**src/rtl/barrido_display_if.sv**
```systemverilog
// Bundle between the digit source and the seven-segment scanner: digit codes in,
// active-low anode enables and cathode segments out.
interface barrido_display_if #(
  parameter int N_DIGITOS = 4
);
  // No handshake: digitos is a level, sampled by the scanner once per frame;
  // anodo/catodo_ON are registered levels that change on rising clock edges.
  logic [4*N_DIGITOS-1:0] digitos;
  logic [N_DIGITOS-1:0]   anodo;
  logic [6:0]             catodo_ON;

  modport master (output digitos, input anodo, input catodo_ON);
  modport slave  (input digitos, output anodo, output catodo_ON);
endinterface

```
**src/rtl/barrido_display.sv**
```systemverilog
// Time-multiplexed common-anode seven-segment scanner with per-slot blanking and
// frame-level snapshot of the digit codes. Optional macro: SUPRIMIR_CEROS_EN.
module barrido_display #(
  parameter int N_DIGITOS       = 4,
  parameter int CUENTA_REFRESCO = 100000,
  parameter int BLANK_CICLOS    = 1000,
  parameter int MODO_HEX        = 0
) (
  input  logic            clk,
  input  logic            rst,
  barrido_display_if.slave bus
);

  localparam int PRE_W = (CUENTA_REFRESCO > 1) ? $clog2(CUENTA_REFRESCO) : 1;
  localparam int IDX_W = (N_DIGITOS > 1) ? $clog2(N_DIGITOS) : 1;
  localparam logic [PRE_W-1:0] PRE_MAX   = PRE_W'(CUENTA_REFRESCO - 1);
  localparam logic [PRE_W-1:0] PRE_BLANK = PRE_W'(BLANK_CICLOS);
  localparam logic [IDX_W-1:0] IDX_MAX   = IDX_W'(N_DIGITOS - 1);

  logic [PRE_W-1:0]       r_pre;
  logic [IDX_W-1:0]       r_idx;
  logic [4*N_DIGITOS-1:0] r_snap;
  logic [N_DIGITOS-1:0]   r_anodo;
  logic [6:0]             r_catodo;

  logic                   w_pre_wrap;
  logic                   w_frame_start;
  logic                   w_activo;
  logic                   w_suprimido;
  logic [3:0]             w_nibble;
  logic [6:0]             w_seg;
  logic [N_DIGITOS-1:0]   w_anodo_nxt;
  logic [6:0]             w_catodo_nxt;

  function automatic logic [6:0] decode(input logic [3:0] code);
    logic [6:0] seg;
    case (code)
      4'h0:    seg = 7'b0000001;
      4'h1:    seg = 7'b1001111;
      4'h2:    seg = 7'b0010010;
      4'h3:    seg = 7'b0000110;
      4'h4:    seg = 7'b1001100;
      4'h5:    seg = 7'b0100100;
      4'h6:    seg = 7'b0100000;
      4'h7:    seg = 7'b0001111;
      4'h8:    seg = 7'b0000000;
      4'h9:    seg = 7'b0000100;
      4'hA:    seg = (MODO_HEX != 0) ? 7'b0001000 : 7'b0000001;
      4'hB:    seg = (MODO_HEX != 0) ? 7'b1100000 : 7'b0000001;
      4'hC:    seg = (MODO_HEX != 0) ? 7'b0110001 : 7'b0000001;
      4'hD:    seg = (MODO_HEX != 0) ? 7'b1000010 : 7'b0000001;
      4'hE:    seg = (MODO_HEX != 0) ? 7'b0110000 : 7'b0000001;
      default: seg = (MODO_HEX != 0) ? 7'b0111000 : 7'b0000001;
    endcase
    return seg;
  endfunction

  assign w_pre_wrap    = (r_pre == PRE_MAX);
  assign w_frame_start = (r_pre == '0) && (r_idx == '0);
  assign w_activo      = (r_pre >= PRE_BLANK);

  always_comb begin
    w_nibble = 4'h0;
    for (int k = 0; k < N_DIGITOS; k++) begin
      if (IDX_W'(k) == r_idx) w_nibble = r_snap[4*k +: 4];
    end
  end

`ifdef SUPRIMIR_CEROS_EN
  logic [N_DIGITOS-1:0] w_ceros_arriba;

  // w_ceros_arriba[k] is set when nibble k and every more-significant nibble are 0.
  always_comb begin
    w_ceros_arriba = '0;
    w_ceros_arriba[N_DIGITOS-1] = (r_snap[4*(N_DIGITOS-1) +: 4] == 4'h0);
    for (int k = N_DIGITOS - 2; k >= 0; k--) begin
      w_ceros_arriba[k] = w_ceros_arriba[k+1] && (r_snap[4*k +: 4] == 4'h0);
    end
  end

  always_comb begin
    w_suprimido = 1'b0;
    for (int k = 1; k < N_DIGITOS; k++) begin
      if (IDX_W'(k) == r_idx) w_suprimido = w_ceros_arriba[k];
    end
  end
`else
  assign w_suprimido = 1'b0;
`endif

  assign w_seg = decode(w_nibble);

  always_comb begin
    w_anodo_nxt  = '1;
    w_catodo_nxt = 7'b1111111;
    if (w_activo && !w_suprimido) begin
      for (int k = 0; k < N_DIGITOS; k++) begin
        w_anodo_nxt[k] = !(IDX_W'(k) == r_idx);
      end
      w_catodo_nxt = w_seg;
    end
  end

  // Outputs are derived from the pre-edge counters, so the snapshot loaded at a
  // frame start is first displayed after the blanking interval of slot 0.
  always_ff @(posedge clk) begin
    if (rst) begin
      r_pre    <= '0;
      r_idx    <= '0;
      r_snap   <= '0;
      r_anodo  <= '1;
      r_catodo <= 7'b1111111;
    end else begin
      if (w_pre_wrap) begin
        r_pre <= '0;
        r_idx <= (r_idx == IDX_MAX) ? '0 : r_idx + 1'b1;
      end else begin
        r_pre <= r_pre + 1'b1;
      end
      if (w_frame_start) r_snap <= bus.digitos;
      r_anodo  <= w_anodo_nxt;
      r_catodo <= w_catodo_nxt;
    end
  end

  assign bus.anodo     = r_anodo;
  assign bus.catodo_ON = r_catodo;

endmodule

```
**src/flat_wrapper.sv**
```systemverilog
// flat-port wrapper written by rule: the top's interface ports become plain ports
module barrido_display_flat 
#(
  parameter int N_DIGITOS       = 4,
  parameter int CUENTA_REFRESCO = 100000,
  parameter int BLANK_CICLOS    = 1000,
  parameter int MODO_HEX        = 0
)
  (clk, rst, bus_digitos, bus_anodo, bus_catodo_ON);
  barrido_display_if #(.N_DIGITOS(N_DIGITOS)) bus_i ();
  input  logic clk;
  input  logic rst;
  input wire logic [$bits(bus_i.digitos)-1:0] bus_digitos;
  output wire logic [$bits(bus_i.anodo)-1:0] bus_anodo;
  output wire logic [$bits(bus_i.catodo_ON)-1:0] bus_catodo_ON;
  assign bus_i.digitos = bus_digitos;
  assign bus_anodo = bus_i.anodo;
  assign bus_catodo_ON = bus_i.catodo_ON;
  barrido_display #(.N_DIGITOS(N_DIGITOS), .CUENTA_REFRESCO(CUENTA_REFRESCO), .BLANK_CICLOS(BLANK_CICLOS), .MODO_HEX(MODO_HEX)) u_core (.clk(clk), .rst(rst), .bus(bus_i));
endmodule
```
**config.mk**
```make
export PLATFORM = sky130hd
export DESIGN_NAME = barrido_display_flat
export DESIGN_NICKNAME = d
export VERILOG_FILES = /design/src/rtl/barrido_display_if.sv /design/src/rtl/barrido_display.sv /design/src/flat_wrapper.sv
export SDC_FILE = /design/constraint.sdc
export NUM_CORES = 1
export LEC_CHECK = 0
export CORE_MARGIN = 4
export CORE_UTILIZATION = 50
export CTS_CLUSTER_DIAMETER = 100
export DETAILED_ROUTE_END_ITERATION = 8
export DONT_BUFFER_PORTS = 1
export GPL_ROUTABILITY_DRIVEN = 0
export PLACE_DENSITY = 0.76
export SLEW_MARGIN = 10
export SYNTH_ARGS = -nofsm -noshare
export SYNTH_HDL_FRONTEND = slang
export SYNTH_SLANG_ARGS = --single-unit
```
**constraint.sdc**
```tcl
create_clock -name clk -period 2.5 [get_ports clk]
set_input_delay 0.5 -clock clk [delete_from_list [all_inputs] [get_ports clk]]
set_output_delay 0.5 -clock clk [all_outputs]
set_load 0.02 [all_outputs]
```
* After elaboration in Yosys (flattened, before gate mapping)
Memories as Yosys holds them, arrays and structs flattened. A register that Yosys moved wholly into a read port is not among the register bits. Index checks and enable logic that the tools add are counted.
Storage, ports and cells: memory bits (read-only) 112, logic and storage cells 28, memories kept 1, input port bits 18, register bits 39
Memory list:
- (no name shown) | depth 16, bits a word 7, rd ports 1, clocked after Yosys merged registers in 1, wr ports 0, line barrido_display.sv:37 | case (code)
Operators by class: reductions and logical operators 9, bitwise gates (word level) 1, add/subtract/negate cells 2, order comparisons 1, muxes and demuxes 5, equality and inequality tests 5
Operator list (number):
- adder 17 x 1 -> 17 bit (second input constant) | 1
- equality test 17 bit (second input constant) | 1
- >= comparator 17 x 10 -> 1 bit (second input constant) | 1
- zero test 17 bit | 1
- two-way mux 4 bit | 4
- equality test 2 bit (first input constant) | 2
- zero test 1 bit | 4
- OR reduction 2 bit | 2
- adder 2 x 1 -> 2 bit (second input constant) | 1
- equality test 1 x 2 -> 1 bit (first input constant) | 1
- equality test 2 bit (second input constant) | 1
- zero test 2 bit | 1
- two-way mux 2 bit | 1
- logical AND 1 bit | 1
- NOT 1 bit | 1

* Logic depth before layout (Yosys ltp)
Gate-level depths: netlist (run 1).
depth after elaboration 5, gate-level depth with buffers 10, depth with buffers taken out 9

* Worst setup path after synthesis (run 1)
OpenSTA, ideal clock, no wires.
kind reg2reg, start register u_core.r_idx[0], end register u_core.r_catodo[2], in the netlist u_core.bus.catodo_ON[2], stages on the path, launching flop included 10, path buffers 1, arrival time 2153 ps, path slack 195 ps, cells stage by stage dfxtp_1 > ha_1 > buf_1 > a211oi_1 > a211oi_1 > inv_1 > ha_1 > mux2_2 > nand2_1 > o311ai_0
Between the ends: cells in the longest elaborated chain, start to end 5, elaborated cells between the ends (all ways) 8, those cells by class eq/ne (3); mux (4); reduce/logical (1)
Ends and longest elaborated chain:
- start, declared | line barrido_display.sv:21 | logic [IDX_W-1:0] r_idx;
- start signal, assigned | line barrido_display.sv:116 | r_idx <= (r_idx == IDX_MAX) ? '0 : r_idx + 1'b1;
- zero test 2 bit | line barrido_display.sv:65 | if (IDX_W'(k) == r_idx) w_nibble = r_snap[4*k +: 4];
- two-way mux 4 bit (3 in series) | line barrido_display.sv:65
- two-way mux 4 bit * | line barrido_display.sv:65
- end, declared | line barrido_display.sv:24 | logic [6:0] r_catodo;
Mark *: on every way between the ends. The rest lies on a longest branch, timed or not. A chain may end at the register's enable or synchronous reset.

* Worst setup path in the final report (run 1)
start register u_core.r_idx[1], end register u_core.r_catodo[2], in the netlist u_core.bus.catodo_ON[2]
Same word-level chain as after synthesis.

==> qor.yml, run 1 <==
logic_synthesis:
  synth_top_area_share_pct: 44.0
  ys_top_cells_by_area: "dfxtp_1 44%, mux2i_1 10%, nor2_1 6.6%"
  ys_ff_latch: 46
  ys.flop_type: "dfxtp_1"
  synth_cell_type_count: 37
  synth_top_cell_by_area: "dfxtp_1"
  netlist_area_um2: 2090
  synthCells: 221
  yosys_warnings: 0
  ys_async_sr_fraction_pct: 0
  synth.yosys.seq_area_share_pct: 44.0
  avgSynthCellArea_um2: 9.47
  synth-edff-count: 0
  syn_nets: 249
detailed_routing:
  routed_wl_um: 3720
  drt_iter0_drc: 102
  vias_per_cell: 5.39
  post_drt_wl_per_cell_um: 13.5
  routedLengthMet1_um: 1830
  vias: 1483
  dr.pass1.iters: 4
  wl_met3_um: 224
  highest_layer: "met4"
  ant_nets: 0
  drc: 0
  dr_wl_met2_um: 1600
worst_setup_path:
  crit_required_ns: 2.67
  crit_path_end_kind: "register"
  reg2reg_slack_ns: 0.31
  worstSetupEndpoint: "u_core.bus.catodo_ON[2]"
  critPathArrivalTime_ns: 2.35
  startpoint: "u_core.r_idx[1]"
  crit_path_start_kind: "register"
  worstReg2RegEnd: "u_core.bus.catodo_ON[2]"
  crit_path_max_fanout: 9
  reg2reg_from: "u_core.r_idx[1]"
  critPathKind: "reg2reg"
  reg2reg_depth: 9
grt:
  grt_use_total_pct: 15.7
  grt_pass1_vias: 1374
  grt_pass1_wl_um: 6450
  grt_max_degree: 23
  antenna_found_initial: 0
  grt-ovfl-total: 0
die:
  die_h_um: 72.7
  initial_core_util_pct: 51.9
  die_x_um: 72.7
  placementRows: 23
  io-pin-count: 29
  die-area_um2: 5280
  coreArea_um2: 4030
pwr:
  power.total_mw: 1.46
  ir_drop_v: 0.000414
  p_sw_share_pct: 22.3
  powerDensity_nw_per_um2: 645
  pwr-share-seq_pct: 53.5
  internal_power_mw: 1.13
  p_clk_share_pct: 36.3
  combPwrFrac_pct: 10.2
  net-switching-power_mw: 0.326
  p_leak_nw: 0.919
sta:
  worst_pin_slew_ns: 0.530
  skew_ns: 0.00350
  max-slew-margin-rel_pct: 64.4
  worst_slack_ns: 0.314
  setup_tns_ns: 0
  hold_viol_final: 0
  period_share_pct: 87.5
  fin_crit_ns: 2.19
  rsz0062_at_grt: "false"
  max_freq_ghz: 0.457
  setup_viol: 0
  slew_viol_final: 0
place:
  dpl.cell_count: 267
  detailed_place.area_um2: 2150
  dp_hpwl_um: 2690
  io_buffers: 0
  place_ws_ns: 0.142
cells_and_area:
  final_common_cell: "dfxtp_1"
  synthToLayoutAreaGrowth_pct: 8.25
  instances_no_fill: 275
  antenna_cells: 0
  num-fill-cells: 368
  drive_gt1_share_pct: 9.33
  final_area_um2: 2260
  final_cell_mix: "46 x dfxtp_1, 37 x nor2_1, 21 x mux2i_1, 13 x inv_1, 10 x xor2_1"
  fin_nets: 252
clock_tree:
  clock_sinks: 46
  hold_buffers: 0
  clk_pin_slew_worst_paths_ns: 0.08
  cts-buffers-inserted: 5
  clock_latency_ns: 0.30
  cts_root_buf: "clkbuf_8"
  cts_tree: "done"
  cts_buffer_depth: 2
  htree_levels: 2
min_path:
  hold_class: "in2reg"
run:
  drv_cap: 0
outcome:
  outcome: "finished, final reports clean"
worst min-delay path by stage:
stage                                  end  depth (start not counted)       startpoint  slack (ns)
after global placement     u_core.r_pre[0]                          1  u_core.r_pre[0]        0.46
after detailed placement   u_core.r_pre[0]                          1  u_core.r_pre[0]        0.47
after floorplan            u_core.r_pre[0]                          1  u_core.r_pre[0]        0.44
after global routing      u_core.r_snap[6]                          1              rst        0.25
after CTS                 u_core.r_snap[6]                          1              rst        0.26
final                      u_core.r_idx[1]                          1              rst        0.27
what timing repair did:
item / 4_1_cts / 5_1_grt
endpoints found under the setup margin: 0 / 6
setup buffers: 0 / 0
gates resized for setup: 0 / 2
through the flow:
stage               util [%]  hold slack [ns]
floorplan                  -            0.437
global placement        53.4            0.456
detailed placement      53.4            0.467
CTS                     56.0            0.256
global route            56.2            0.248
finish                  56.2            0.266
per-layer routing:
layer | global-route usage [%] | up-vias
li1 | - | 757
met1 | 22.0 | 678
met2 | 21.8 | 43
met3 | 4.68 | 5
met4 | 7.38 | 0
met5 | 0 | -
synth_stat cells, types with 5 or more instances:
| master | n |
|---|---|
| nand2_1 | 9 |
| and3_1 | 7 |
| xor2_1 | 10 |
| nor2_1 | 37 |
| ha_1 | 10 |
| mux2i_1 | 21 |
| clkbuf_1 | 6 |
| nand3_1 | 8 |
| dfxtp_1 | 46 |
| o21ai_0 | 5 |
| inv_1 | 13 |
| xnor2_1 | 6 |
area by class of cell:
class	instances	area, µm²	area share (%)
multi-input cells	152	1080	47.7
flip-flops and latches	46	921	40.7
clock buffers	7	76.3	3.37
well taps	50	62.6	2.76
inverters	13	48.8	2.15
repair buffers	6	45.0	1.99
clock inverters	1	30.0	1.33
flip-flops by register name (all words and copies together) (netlist names):
signal	cells
u_core.r_idx	2
u_core.r_snap	16
u_core.r_pre	17
u_core.bus.catodo_ON	7
u_core.bus.anodo	4
kinds of logic (layout without fill, tap and decap cells):
| group | count (synthesis) | in the layout | share of synthesized area, % |
|---|---|---|---|
| muxes | 22 | 22 | 10.6 |
| and+or+nand+nor | 86 | 86 | 21.9 |
| AOI/OAI and AO/OA | 18 | 18 | 6.04 |
| DFF | 46 | 46 | 44.0 |
| adders and majority gates | 10 | 10 | 5.98 |
| buffers and inverters | 23 | 27 | 4.72 |
| xor gates and xnor gates | 16 | 16 | 6.70 |
critical path: stages, from the launching register on:
cell and delay [ns]:
dfxtp_1 0.39, inv_1 0.08, ha_1 0.29, nand3b_1 0.22, a211oi_1 0.28, inv_1 0.11
ha_1 0.24, mux2_2 0.27, nand2_1 0.06, o311ai_0 0.11
power by group through the flow:
stage / sequential, mW / combinational [mW] / clock, mW
global placement: 0.797 / 0.144 / 0
finish: 0.780 / 0.149 / 0.530
floorplan: 0.792 / 0.124 / 0
detailed placement: 0.798 / 0.148 / 0
global route: 0.786 / 0.167 / 0.580
CTS: 0.780 / 0.149 / 0.544
Power figures use the tool's default switching activity.
==> inputs of run 2 (changes only) <==
Settings changed: GPL_ROUTABILITY_DRIVEN 0 to unset, RECOVER_POWER set to 25, SETUP_SLACK_MARGIN set to 0.05.
==> run 2 against run 1 <==
- combinational power about the same
- non-clock buffer count is the same
- maximum frequency shrank 0.74%
- global-route usage is the same
- clock-buffer cell count unchanged
- total power up 0.23%
- sequential share of layout area decreased by 0.13 points
- worst setup slack lost 0.016 ns
- utilization increased by 0.19 points
- critical path type unchanged
- via count is 0.20% higher
==> qor.yml, run 2 (synthesis results as in run 1) <==
clock_tree:
  cts_tree: "done"
  cts_buffer_depth: 2  # unchanged
  clock_sinks: 46  # unchanged
  clk_pin_slew_worst_paths_ns: 0.08  # about the same
  cts-buffers-inserted: 5  # unchanged
  clock_latency_ns: 0.30  # about the same
  cts_root_buf: "clkbuf_8"
  htree_levels: 2  # unchanged
die:
  initial_core_util_pct: 51.9  # unchanged
  placementRows: 23  # unchanged
  die_x_um: 72.7  # unchanged
  io-pin-count: 29  # unchanged
  coreArea_um2: 4030  # unchanged
  die-area_um2: 5280  # unchanged
  die_h_um: 72.7  # unchanged
cells_and_area:
  largest_register_ffs: 17  # unchanged
  drive_gt1_share_pct: 8.89  # -0.44 points
  synthToLayoutAreaGrowth_pct: 8.61
  antenna_cells: 0  # unchanged
  fin_nets: 252  # unchanged
  top_register: "u_core.r_pre"
  fin_util_pct: 56.4  # +0.19 points
  final_common_cell: "dfxtp_1"
  final_cell_mix: "46 x dfxtp_1, 37 x nor2_1, 21 x mux2i_1, 13 x inv_1, 10 x xor2_1"
sta:
  worst_slack_ns: 0.297  # -0.0163 ns
  max_freq_ghz: 0.454  # -0.74%
  fin_crit_ns: 2.20  # +0.0163 ns
  setup_viol: 0  # unchanged
  skew_ns: 0.00385  # +0.000350 ns
  slew_viol_final: 0  # unchanged
  hold_viol_final: 0  # unchanged
  hold_slack_ns: 0.266  # +0.000315 ns
  max-slew-margin-rel_pct: 62.4  # -2.0 points
  period_share_pct: 88.1  # +0.65 points
  rsz0062_at_grt: "false"
  worst_pin_slew_ns: 0.560  # +0.0304 ns
  setup_tns_ns: 0  # unchanged
grt:
  use_met1_pct: 22.0  # unchanged
  gr-usage-met3_pct: 4.68  # unchanged
  grt-ovfl-total: 0  # unchanged
  use_met2_pct: 21.8  # unchanged
  antenna_found_initial: 0  # unchanged
  grt_pass1_vias: 1374  # unchanged
  grt_pass1_wl_um: 6450  # unchanged
  grt_max_degree: 23  # unchanged
  grt_use_total_pct: 15.7  # unchanged
  grt_busiest_layer: "met1"
pwr:
  p_leak_nw: 0.916  # -0.34%
  ir_drop_v: 0.000412  # -0.32%
  power.total_mw: 1.46  # +0.23%
  powerDensity_nw_per_um2: 644  # -0.10%
detailed_routing:
  post_drt_wl_per_cell_um: 13.6  # +0.67%
  vias_per_cell: 5.40  # +0.20%
  vias: 1486  # +0.20%
  dr.pass1.iters: 4  # unchanged
  routed_wl_um: 3740  # +0.67%
  ant_nets: 0  # unchanged
  drt_iter0_drc: 103  # +0.98%
  drc: 0  # unchanged
worst_setup_path:
  crit_required_ns: 2.65  # -0.02 ns
  crit_path_end_kind: "register"
  critPathKind: "reg2reg"
  critPathArrivalTime_ns: 2.35  # about the same
  crit_path_start_kind: "register"
  crit_path_max_fanout: 9  # unchanged
place:
  gp_congestion: 0.815
  place_ws_ns: 0.142  # unchanged
  io_buffers: 0  # unchanged
  dp_hpwl_um: 2690  # unchanged
min_path:
  hold_class: "in2reg"
run:
  drv_cap: 0  # unchanged
outcome:
  outcome: "finished, final reports clean"
==> run 2: cell count changes in the layout (fill, tap and decap cells not counted) <==
| cell | before | now |
|---|---|---|
| a221oi_4 | 0 | 1 |
| clkbuf_1 | 2 | 3 |
| buf_4 | 6 | 5 |
| a221oi_2 | 2 | 1 |
==> run 2: routing by layer <==
metal / vias up / part of all wire, %
li1: 757 / -
met1: 680 / 49
met2: 40 / 43
met3: 9 / 5.9
met4: 0 / 2.1
met5: - / 0
==> run 2: area by class of cell <==
cell class                 instances  area [µm²]
clock buffer                       7        76.3
timing repair buffer               6        41.3
tap                               50        62.6
multi-input combinational        152        1090
fill                             367        1760
clock inverter                     1        30.0
inverter                          13        48.8
sequential                        46         921
==> run 2: path summary, 6_finish.rpt <==
check / slack (ns) / from / end / depth (start not counted)
max reg2reg: 0.30 / u_core.r_idx[1] / u_core.bus.catodo_ON[2] / 9
max: 0.30 / u_core.r_idx[1] / u_core.bus.catodo_ON[2] / 9
min reg2reg: 0.48 / u_core.r_pre[0] / u_core.r_pre[0] / 1
min: 0.27 / rst / u_core.r_idx[1] / 1
==> run 2: critical path, stage by stage, from the launching register on <==
cell and delay (ns):
dfxtp_1 0.39, inv_1 0.08, ha_1 0.29, nand3b_1 0.22, a211oi_1 0.28, inv_1 0.11
ha_1 0.24, mux2_2 0.27, nand2_1 0.06, o311ai_0 0.11
==> run 2: repair_timing <==
item / CTS / global route
resized for setup: 0 / 3
buffers inserted: 0 / 0
hold buffers: 0 / 0
setup endpoints to repair: 0 / 7
==> run 2: metrics by stage <==
| stage | instance area [µm²] | instances |
|---|---|---|
| after global routing | 2270 | 275 |
| after detailed placement | 2150 | 267 |
| final | 2270 | 275 |
| after CTS | 2260 | 275 |
| after global placement | 2150 | 267 |
| after floorplan | 2090 | 221 |
==> run 2: report_power, final <==
group | internal [mW] | total, mW | switching, mW
Sequential | 0.762 | 0.780 | 0.0187
Clock | 0.299 | 0.531 | 0.232
Combinational | 0.0745 | 0.151 | 0.0767
Total | 1.14 | 1.46 | 0.328
